$ cat src/rtl/mem_stage_pkg.sv
// Purpose : shared types, size codes and byte-enable generation for the memory stage.
// Latency : n/a (package only).
// Backpressure: n/a (package only).
package mem_stage_pkg;

    localparam logic [1:0] SZ_BYTE  = 2'd0;
    localparam logic [1:0] SZ_HALF  = 2'd1;
    localparam logic [1:0] SZ_WORD  = 2'd2;
    localparam logic [1:0] SZ_DWORD = 2'd3;

    typedef enum logic [1:0] {
        ST_IDLE = 2'd0,
        ST_BUS  = 2'd1,
        ST_DONE = 2'd2
    } state_t;

    // Per-instruction memory controls held for the duration of the access.
    typedef struct packed {
        logic [1:0] size;
        logic       sgn;
        logic       skip;
        logic       is_store;
    } mem_ctrl_t;

    // Byte enables for up to an 8-lane bus; 4-lane callers pass off[2]=0
    // and use the low nibble. A dword on a 4-lane bus degrades to a word.
    function automatic logic [7:0] gen_be(input logic [1:0] size,
                                          input logic [2:0] off,
                                          input logic       is64);
        logic [7:0] be;
        case (size)
            SZ_BYTE: be = 8'h01 << off;
            SZ_HALF: be = 8'h03 << {off[2:1], 1'b0};
            SZ_WORD: be = 8'h0F << {off[2], 2'b00};
            default: be = is64 ? 8'hFF : 8'h0F;
        endcase
        return be;
    endfunction

endpackage

$ cat src/rtl/mem_load_align.sv
// Purpose : extract the addressed bytes of a bus read word, shift to bit 0, sign/zero extend.
// Latency : combinational.
// Backpressure: none.
// Ports: rdata (bus read word), off (lane offset), size/sgn (access size, sign-extend), data (result).
module mem_load_align
    import mem_stage_pkg::*;
#(
    parameter  int DW = 32,
    localparam int OW = $clog2(DW/8)
) (
    input  logic [DW-1:0] rdata,
    input  logic [OW-1:0] off,
    input  logic [1:0]    size,
    input  logic          sgn,
    output logic [DW-1:0] data
);

    logic [OW-1:0] amask;
    logic [OW-1:0] aoff;
    logic [DW-1:0] sh;
    logic [DW-1:0] mask;
    logic          sb;

    always_comb begin
        // Offset bits below the access size are dropped: accesses align down.
        amask = '1;
        case (size)
            SZ_BYTE: amask = '1;
            SZ_HALF: amask = ~OW'(1);
            SZ_WORD: amask = ~OW'(3);
            default: amask = '0;
        endcase
        aoff = off & amask;
        sh   = rdata >> {aoff, 3'b000};

        mask = '1;
        sb   = 1'b0;
        case (size)
            SZ_BYTE: begin mask = DW'(8'hFF);   sb = sh[7];  end
            SZ_HALF: begin mask = DW'(16'hFFFF); sb = sh[15]; end
            default: begin
                if (DW == 64 && size == SZ_DWORD) begin
                    mask = '1;
                    sb   = 1'b0;
                end else begin
                    // Word: sign-extends to 64 on a wide bus, no-op on a 32-bit one.
                    mask = DW'(32'hFFFF_FFFF);
                    sb   = sh[31];
                end
            end
        endcase
        data = (sh & mask) | ({DW{sgn & sb}} & ~mask);
    end

endmodule

$ cat src/rtl/mem_stage_hs.sv
// Purpose : pipeline memory stage, valid/ready front end, req/ack data bus, one bus op per instruction.
// Latency : 1 cycle non-memory; 2 + wait cycles for a memory op.
// Backpressure: in_ready low while a bus transaction is outstanding.
// Ports: in_* / addr_in / store_data_in / wr_reg_in / wb_ctrl_in / pc_seq_in / mem_* from execute;
//        bus_* to the data memory; out_valid / result_out / wr_reg_out / wb_ctrl_out / pc_seq_out /
//        misaligned_out to writeback. Optional MEM_STAGE_ALIGN_CHECK_EN faults misaligned accesses.
module mem_stage_hs
    import mem_stage_pkg::*;
#(
    parameter int DW = 32,
    parameter int AW = 32,
    parameter int RW = 5
) (
    input  logic            clk,
    input  logic            reset,
    input  logic            in_valid,
    output logic            in_ready,
    input  logic [AW-1:0]   addr_in,
    input  logic [DW-1:0]   store_data_in,
    input  logic [RW-1:0]   wr_reg_in,
    input  logic [1:0]      wb_ctrl_in,
    input  logic [AW-1:0]   pc_seq_in,
    input  logic            mem_rd,
    input  logic            mem_wr,
    input  logic [1:0]      mem_size,
    input  logic            mem_signed,
    input  logic            skip_mem,
    output logic            bus_req,
    output logic            bus_we,
    output logic [AW-1:0]   bus_addr,
    output logic [DW-1:0]   bus_wdata,
    output logic [DW/8-1:0] bus_be,
    input  logic            bus_ack,
    input  logic [DW-1:0]   bus_rdata,
    output logic            out_valid,
    output logic [DW-1:0]   result_out,
    output logic [RW-1:0]   wr_reg_out,
    output logic [1:0]      wb_ctrl_out,
    output logic [AW-1:0]   pc_seq_out,
    output logic            misaligned_out
);

    localparam int OW   = $clog2(DW/8);
    localparam bit IS64 = (DW == 64);

    state_t        state;
    logic [AW-1:0] addr_q;
    mem_ctrl_t     ctrl_q;
    logic [DW-1:0] load_data;
    logic [2:0]    off3;
    logic [7:0]    be8;
    logic [DW-1:0] wdata_fmt;
    logic          is_mem;
    logic          align_fault;

    // Depends on registered state only, so bus_ack never reaches in_ready.
    assign in_ready = (state != ST_BUS);
    assign is_mem   = mem_rd | mem_wr;
    assign off3     = 3'(addr_in[OW-1:0]);
    assign be8      = gen_be(mem_size, off3, IS64);

    always_comb begin
        wdata_fmt = store_data_in;
        case (mem_size)
            SZ_BYTE: wdata_fmt = {(DW/8){store_data_in[7:0]}};
            SZ_HALF: wdata_fmt = {(DW/16){store_data_in[15:0]}};
            SZ_WORD: wdata_fmt = {(DW/32){store_data_in[31:0]}};
            default: wdata_fmt = store_data_in;
        endcase
    end

`ifdef MEM_STAGE_ALIGN_CHECK_EN
    always_comb begin
        align_fault = 1'b0;
        case (mem_size)
            SZ_BYTE: align_fault = 1'b0;
            SZ_HALF: align_fault = addr_in[0];
            SZ_WORD: align_fault = |addr_in[1:0];
            default: align_fault = IS64 ? |addr_in[2:0] : |addr_in[1:0];
        endcase
        align_fault = align_fault & is_mem;
    end
`else
    assign align_fault = 1'b0;
`endif

    mem_load_align #(.DW(DW)) u_load_align (
        .rdata (bus_rdata),
        .off   (addr_q[OW-1:0]),
        .size  (ctrl_q.size),
        .sgn   (ctrl_q.sgn),
        .data  (load_data)
    );

    always_ff @(posedge clk) begin
        if (reset) begin
            state          <= ST_IDLE;
            addr_q         <= '0;
            ctrl_q         <= '0;
            bus_req        <= 1'b0;
            bus_we         <= 1'b0;
            bus_addr       <= '0;
            bus_wdata      <= '0;
            bus_be         <= '0;
            out_valid      <= 1'b0;
            result_out     <= '0;
            wr_reg_out     <= '0;
            wb_ctrl_out    <= '0;
            pc_seq_out     <= '0;
            misaligned_out <= 1'b0;
        end else begin
            out_valid      <= 1'b0;
            misaligned_out <= 1'b0;
            case (state)
                ST_BUS: begin
                    // Request and its attributes stay put until the ack is sampled.
                    if (bus_ack) begin
                        bus_req    <= 1'b0;
                        out_valid  <= 1'b1;
                        result_out <= (ctrl_q.is_store || ctrl_q.skip) ? DW'(addr_q) : load_data;
                        state      <= ST_DONE;
                    end
                end
                default: begin
                    if (in_valid) begin
                        addr_q      <= addr_in;
                        ctrl_q      <= '{size: mem_size, sgn: mem_signed, skip: skip_mem,
                                         is_store: mem_wr};
                        wr_reg_out  <= wr_reg_in;
                        wb_ctrl_out <= wb_ctrl_in;
                        pc_seq_out  <= pc_seq_in;
                        if (align_fault) begin
                            out_valid      <= 1'b1;
                            misaligned_out <= 1'b1;
                            result_out     <= DW'(addr_in);
                            state          <= ST_DONE;
                        end else if (is_mem) begin
                            bus_req   <= 1'b1;
                            bus_we    <= mem_wr;
                            bus_addr  <= {addr_in[AW-1:OW], {OW{1'b0}}};
                            bus_be    <= be8[DW/8-1:0];
                            bus_wdata <= wdata_fmt;
                            state     <= ST_BUS;
                        end else begin
                            out_valid  <= 1'b1;
                            result_out <= DW'(addr_in);
                            state      <= ST_DONE;
                        end
                    end else begin
                        state <= ST_IDLE;
                    end
                end
            endcase
        end
    end

endmodule
$ cat config.mk
export PLATFORM = sky130hd
export DESIGN_NAME = mem_stage_hs
export DESIGN_NICKNAME = d
export VERILOG_FILES = /design/src/rtl/mem_stage_pkg.sv /design/src/rtl/mem_load_align.sv /design/src/rtl/mem_stage_hs.sv
export SDC_FILE = /design/constraint.sdc
export NUM_CORES = 1
export LEC_CHECK = 0
export CAP_MARGIN = 20
export CORE_MARGIN = 5
export CORE_UTILIZATION = 25
export DETAILED_ROUTE_END_ITERATION = 12
export REMOVE_ABC_BUFFERS = 1
export SLEW_MARGIN = 15
export SYNTH_ARGS = -nofsm -noshare
export SYNTH_HDL_FRONTEND = slang
export SYNTH_HIERARCHICAL = 1
export SYNTH_SLANG_ARGS = --single-unit
$ cat constraint.sdc
create_clock -name clk -period 2.45 [get_ports clk]
set_input_delay 0.735 -clock clk [delete_from_list [all_inputs] [get_ports clk]]
set_output_delay 0.735 -clock clk [all_outputs]
set_load 0.05 [all_outputs]
Word-level counts from Yosys, hierarchy flattened
Index checks and enable logic that the tools add are counted.
W data, S select, Z words.
- equality and inequality tests: 6
- shift operators: 3
- mux-type cells: 22
- bitwise gates (word level): 8
- reductions and logical operators: 9
- operators by type and width (kind ; count):
    $mux W32 ; 5
    $pmux W32 S2 ; 2
    $and A32 B32 Y32 ; 2
    $not A32 Y32 ; 1
    $or A32 B32 Y32 ; 1
    $shr A32 B5 Y32 ; 1
    $reduce_and A3 Y1 ; 3
    $mux W1 ; 8
    $mux W2 ; 4
    $pmux W4 S2 ; 1
    $eq A2 B1 Y1 const B ; 3
    $logic_not A2 Y1 ; 2
    $ne A2 B1 Y1 const B ; 2
    $pmux W2 S2 ; 1
    $reduce_bool A2 Y1 ; 2
    $shl A1 B2 Y4 const A ; 1
    $shl A2 B2 Y4 const A ; 1
    $and A2 B2 Y2 ; 1
    $ne A2 B2 Y1 const B ; 1
    $pmux W1 S2 ; 1
    $reduce_and A2 Y1 ; 1
    $and A1 B1 Y1 ; 1
    $logic_or A1 B1 Y1 ; 1
    $not A1 Y1 ; 1
    $or A1 B1 Y1 ; 1
- register bits: 179
- input port bits: 145
- output and inout bits: 144

Depth between registers and ports, before layout
- depth in word-level cells: 11
- gate-level depth with buffers: 9
- mapped depth without buffers: 7

Modules after synthesis
The synthesis kept the hierarchy.
- modules (own cells, without submodules) (module ; times used ; cells an instance ; area each (sq um) ; sequential area each (sq um)):
    mem_stage_hs ; 1 ; 935 ; 7310.8 ; 3583.4
    mem_load_align ; 1 ; 93 ; 747.0 ; 0.0

Worst setup path before layout
Ideal clock, no wire load.
- kind: input -> register
- start: input bus_rdata[31]
- end: register result_out[25]
- setup time: 0.070 ns
- arrival: 2.012 ns
- path slack: 0.367 ns
- stages: 8
- path buffers: 1
- path through: nand2_1 -> a2111oi_4 -> buf_4 -> a21oi_1 -> o31ai_1 -> nand2_1 -> a32o_1 -> a21oi_1
- word-level cells in the longest chain between the ends: 8
- RTL lines (item ; line ; source):
    start: declaration ; mem_stage_hs.sv:34 ; input logic [DW-1:0] bus_rdata,
    $shr A32 B5 Y32 ; mem_load_align.sv:34 ; sh = rdata >> {aoff, 3'b000};
    $pmux W1 S2 ; mem_load_align.sv:38 ; case (size)
    $and A1 B1 Y1 ; mem_load_align.sv:52 ; data = (sh & mask) | ({DW{sgn & sb}} & ~mask);
    $and A32 B32 Y32 ; mem_load_align.sv:52 ;
    $or A32 B32 Y32 ; mem_load_align.sv:52 ;
    named net load_data[25] ; mem_stage_hs.sv:49 ; logic [DW-1:0] load_data;
    $mux W32 ; mem_stage_hs.sv:120 ; result_out <= (ctrl_q.is_store || ctrl_q.skip) ? DW'(addr_q) : load_data;
    $mux W32 ; mem_stage_hs.sv:117 ; if (bus_ack) begin
    $mux W32 ; mem_stage_hs.sv:114 ; case (state)
    end signal: assignment ; mem_stage_hs.sv:120 ;
    end signal: assignment ; mem_stage_hs.sv:135 ; result_out <= DW'(addr_in);
    end signal: assignment ; mem_stage_hs.sv:146 ; result_out <= DW'(addr_in);
    end: declaration ; mem_stage_hs.sv:36 ; output logic [DW-1:0] result_out,
The timed path passes the listed nets, and every way through them passes these cells. The select of a mux whose other input is x is not followed.
A chain may end at the register's enable or synchronous reset.

Worst setup path after layout
- start: register pc_seq_out[12]
- end: output pc_seq_out[12]
- RTL lines (item ; line ; source):
    start: declaration ; mem_stage_hs.sv:39 ; output logic [AW-1:0] pc_seq_out,
    start signal: assignment ; mem_stage_hs.sv:131 ; pc_seq_out <= pc_seq_in;
No word-level cell between the ends.

==> summary.md <==
| Metric | Value |
|---|---|
| Ys flop type | dfxtp_1 |
| Vias | 8,472 |
| Max Slew Vio Count | 0 |
| Overall Power | 8.36 mW |
| Status | finished clean |
| CP peak stage delay | 0.83 ns |
| Sequential area share after synthesis | 44.5% |
| Slew @ Worst Pin | 0.895 ns |
| Die width | 190 µm |
| GR Util met3 | 6.66% |
| WL per Instance | 19.5 µm |
| Antenna viol nets, final | 0 |
| Worst R2R Setup Slack | 0.34 ns |
| Pwr/cell area | 690 nW/µm² |
| Clock sinks | 179 |
| GR peak layer | met2 |
| Layout area overhead | 50.2% |
| Die area | 35,900 µm² |
| Final Critical Period | 2.38 ns |
| Dpl hpwl | 24,400 µm |
| CP delay by family, top | buffers and inverters |
| CTS tree | yes |
| Vias/cell | 4.98 |
| Cell count after synthesis | 1,028 |
| Reg clk slew, reported paths | 0.07 ns |
| Gr usage total | 18.0% |
| Largest net degree at the start of global routing | 77 |
| Final clock skew | 0.0156 ns |
| CP startpoint kind | flip-flop |
| Hold Vio Cnt, Final | 0 |
| CP max stage cell | clkdlybuf4s50_1 |
| Initial antenna violation count | 4 |
| CTS root buf | clkbuf_16 |
| Most common cell after layout, fill and taps aside | nand2_1 |
| Buf+Inv Stages, Crit Path | 1 |
| Setup violators final | 0 |
| Pleak | 4.44 nW |
| Post-synth design cell area | 8060 µm² |
| Worst path cell trace | clkdlybuf4s50_1 |
| First-pass GRT wire length | 50,300 µm |
| Crit path kind | reg -> out |
| TritonCTS Buffers | 17 |
| RD Place Congestion | 0.869 |
| Syn. warnings | 6 |
| Worst Path Arrival | 1.64 ns |
| IO Count | 289 |
| Critical path capture point type | output pin |
| Grt total ovfl | 0 |
| Fmax | 0.421 GHz |
| Post-synthesis register bit count | 179 |
| Unrepaired setup endpoints after global routing | no |
| # H-tree levels | 4 |
| Final setup TNS | 0 ns |
| Setup bufs post-CTS | 0 |
| CP Data Required Time | 1.71 ns |
| DRC Markers | 0 |
| Initial DRC count | 459 |
| Share of the synthesized area in the top cell type | 44.5% |
| Max-cap violations | 0 |
| Routed WL | 33,200 µm |
| Mean Syn Cell Area | 7.84 µm² |
| Final net count | 1,434 |
| Vias in the first global route | 8,246 |
| M2 GR Usage | 29.9% |
| PortBufs | 285 |
| Relative slew margins | 40.3% |
| 1st-pass router iterations | 5 |
| Area contributors post-synth | dfxtp_1, nand2_1, a21oi_1, a32o_1, nand4_1 |
| DP Area | 11,500 µm² |
| Die H | 190 µm |
| Synth area leader | dfxtp_1 |
| Initial Util | 25.4% |
| Commonest non-fill, non-tap cells in the layout | nand2_1, clkdlybuf4s50_1, a21oi_1, dfxtp_1, buf_4 |
| Synth async-reset ratio | 0% |
| GR Layer Usage met1 | 22.0% |
| Top fanout value on the critical path | 2 |
| Peak supply drop | 0.000455 V |
| Post-synth EDFFs | 0 |
| Share of layout cells above drive strength 1 | 8.39% |
| Worst-skew pair later-pin latency | 0.44 ns |
| Hold crit path type | reg -> reg |
| Maximum clock path buffer count | 2 |
| Core ar. | 31,700 µm² |
| Design Area, Final | 12,100 µm² |
| Tcrit/Tclk final | 96.9% |
| Std cell rows | 65 |
| Post-synth cell types | 43 |
-- area by class of cell --
class / count / area, µm²
diodes: 1 / 2.50
clock buffers: 21 / 480
clock inverters: 8 / 151
fillers: 3246 / 19600
inverters: 8 / 30.0
multi-input cells: 747 / 3960
flip-flops and latches: 179 / 3580
well taps: 402 / 503
repair buffers: 336 / 3390
-- synth_stat cells, drive strengths merged, types with 6 or more instances --
library cell and number:
a311oi 10, clkbuf 42, a21oi 181, o211ai 8, a211oi 11, o22a 7, a32o 32, buf 54
nor2 30, dfxtp 179, o21ai 12, nand4 32, nand2 354, o22ai 7, inv 6, mux2i 16
o31ai 16, mux4 7
-- stage by stage --
step	util, %	hold slack [ns]	cells	worst slack, ns
finish	38.2	0.453	1702	0.0748
detailed placement	36.1	0.446	1672	-0.253
floorplan	-	0.431	934	-1.72
CTS	38.1	0.455	1701	0.0161
global placement	36.1	0.441	1672	-0.182
global route	38.2	0.467	1702	0.00931
-- logic make-up (layout without fill, tap and decap cells) --
group / Yosys count / in the layout / synth area share, %
AND/OR/NAND/NOR: 432 / 432 / 22.0
buffers and inverters: 104 / 373 / 6.60
flip-flops: 179 / 179 / 44.5
AO/OA/AOI/OAI: 288 / 288 / 22.6
other: 1 / 4 / 0.0465
multiplexers: 24 / 24 / 4.22
-- report_power, final --
part / internal (mW) / switching, mW
Clock: 1.80 / 1.19
Sequential: 3.11 / 0.113
Combinational: 0.806 / 1.34
Total: 5.72 / 2.64
-- tightest hold or removal path, stage by stage, from the launching register on --
cell and delay (ns):
dfxtp_1 0.31, nand2_1 0.05, a21oi_1 0.05
-- flip-flops by register name (all words and copies together), names as in the netlist, 2 cells and up --
signal,flops
bus_addr,30
ctrl_q,5
addr_q,32
wb_ctrl_out,2
pc_seq_out,32
bus_wdata,32
state,2
bus_be,4
result_out,32
wr_reg_out,5
-- routing by layer --
metal | vias to the layer above | part of all wire, %
met5 | - | 0.14
met4 | 6 | 1.5
met3 | 31 | 9.9
met2 | 391 | 47
met1 | 3972 | 41
li1 | 4072 | -
-- final timing paths --
kind	start	to	cells past startpoint
worst max-delay path	pc_seq_out[12]$_SDFFE_PP0P_	pc_seq_out[12]	1
worst min-delay path	pc_seq_out[7]$_SDFFE_PP0P_	pc_seq_out[7]$_SDFFE_PP0P_	2
worst max register to register	addr_q[0]$_SDFFE_PP0P_	result_out[10]$_SDFFE_PP0P_	7
worst min register to register	pc_seq_out[7]$_SDFFE_PP0P_	pc_seq_out[7]$_SDFFE_PP0P_	2
-- timing repair --
item	in CTS	in global routing
gates resized for setup	2	5
pin swaps	0	0
endpoints found under the setup margin	2	5
endpoints found under the hold margin	0	0
hold buffers	0	0
Power figures use the tool's default switching activity.
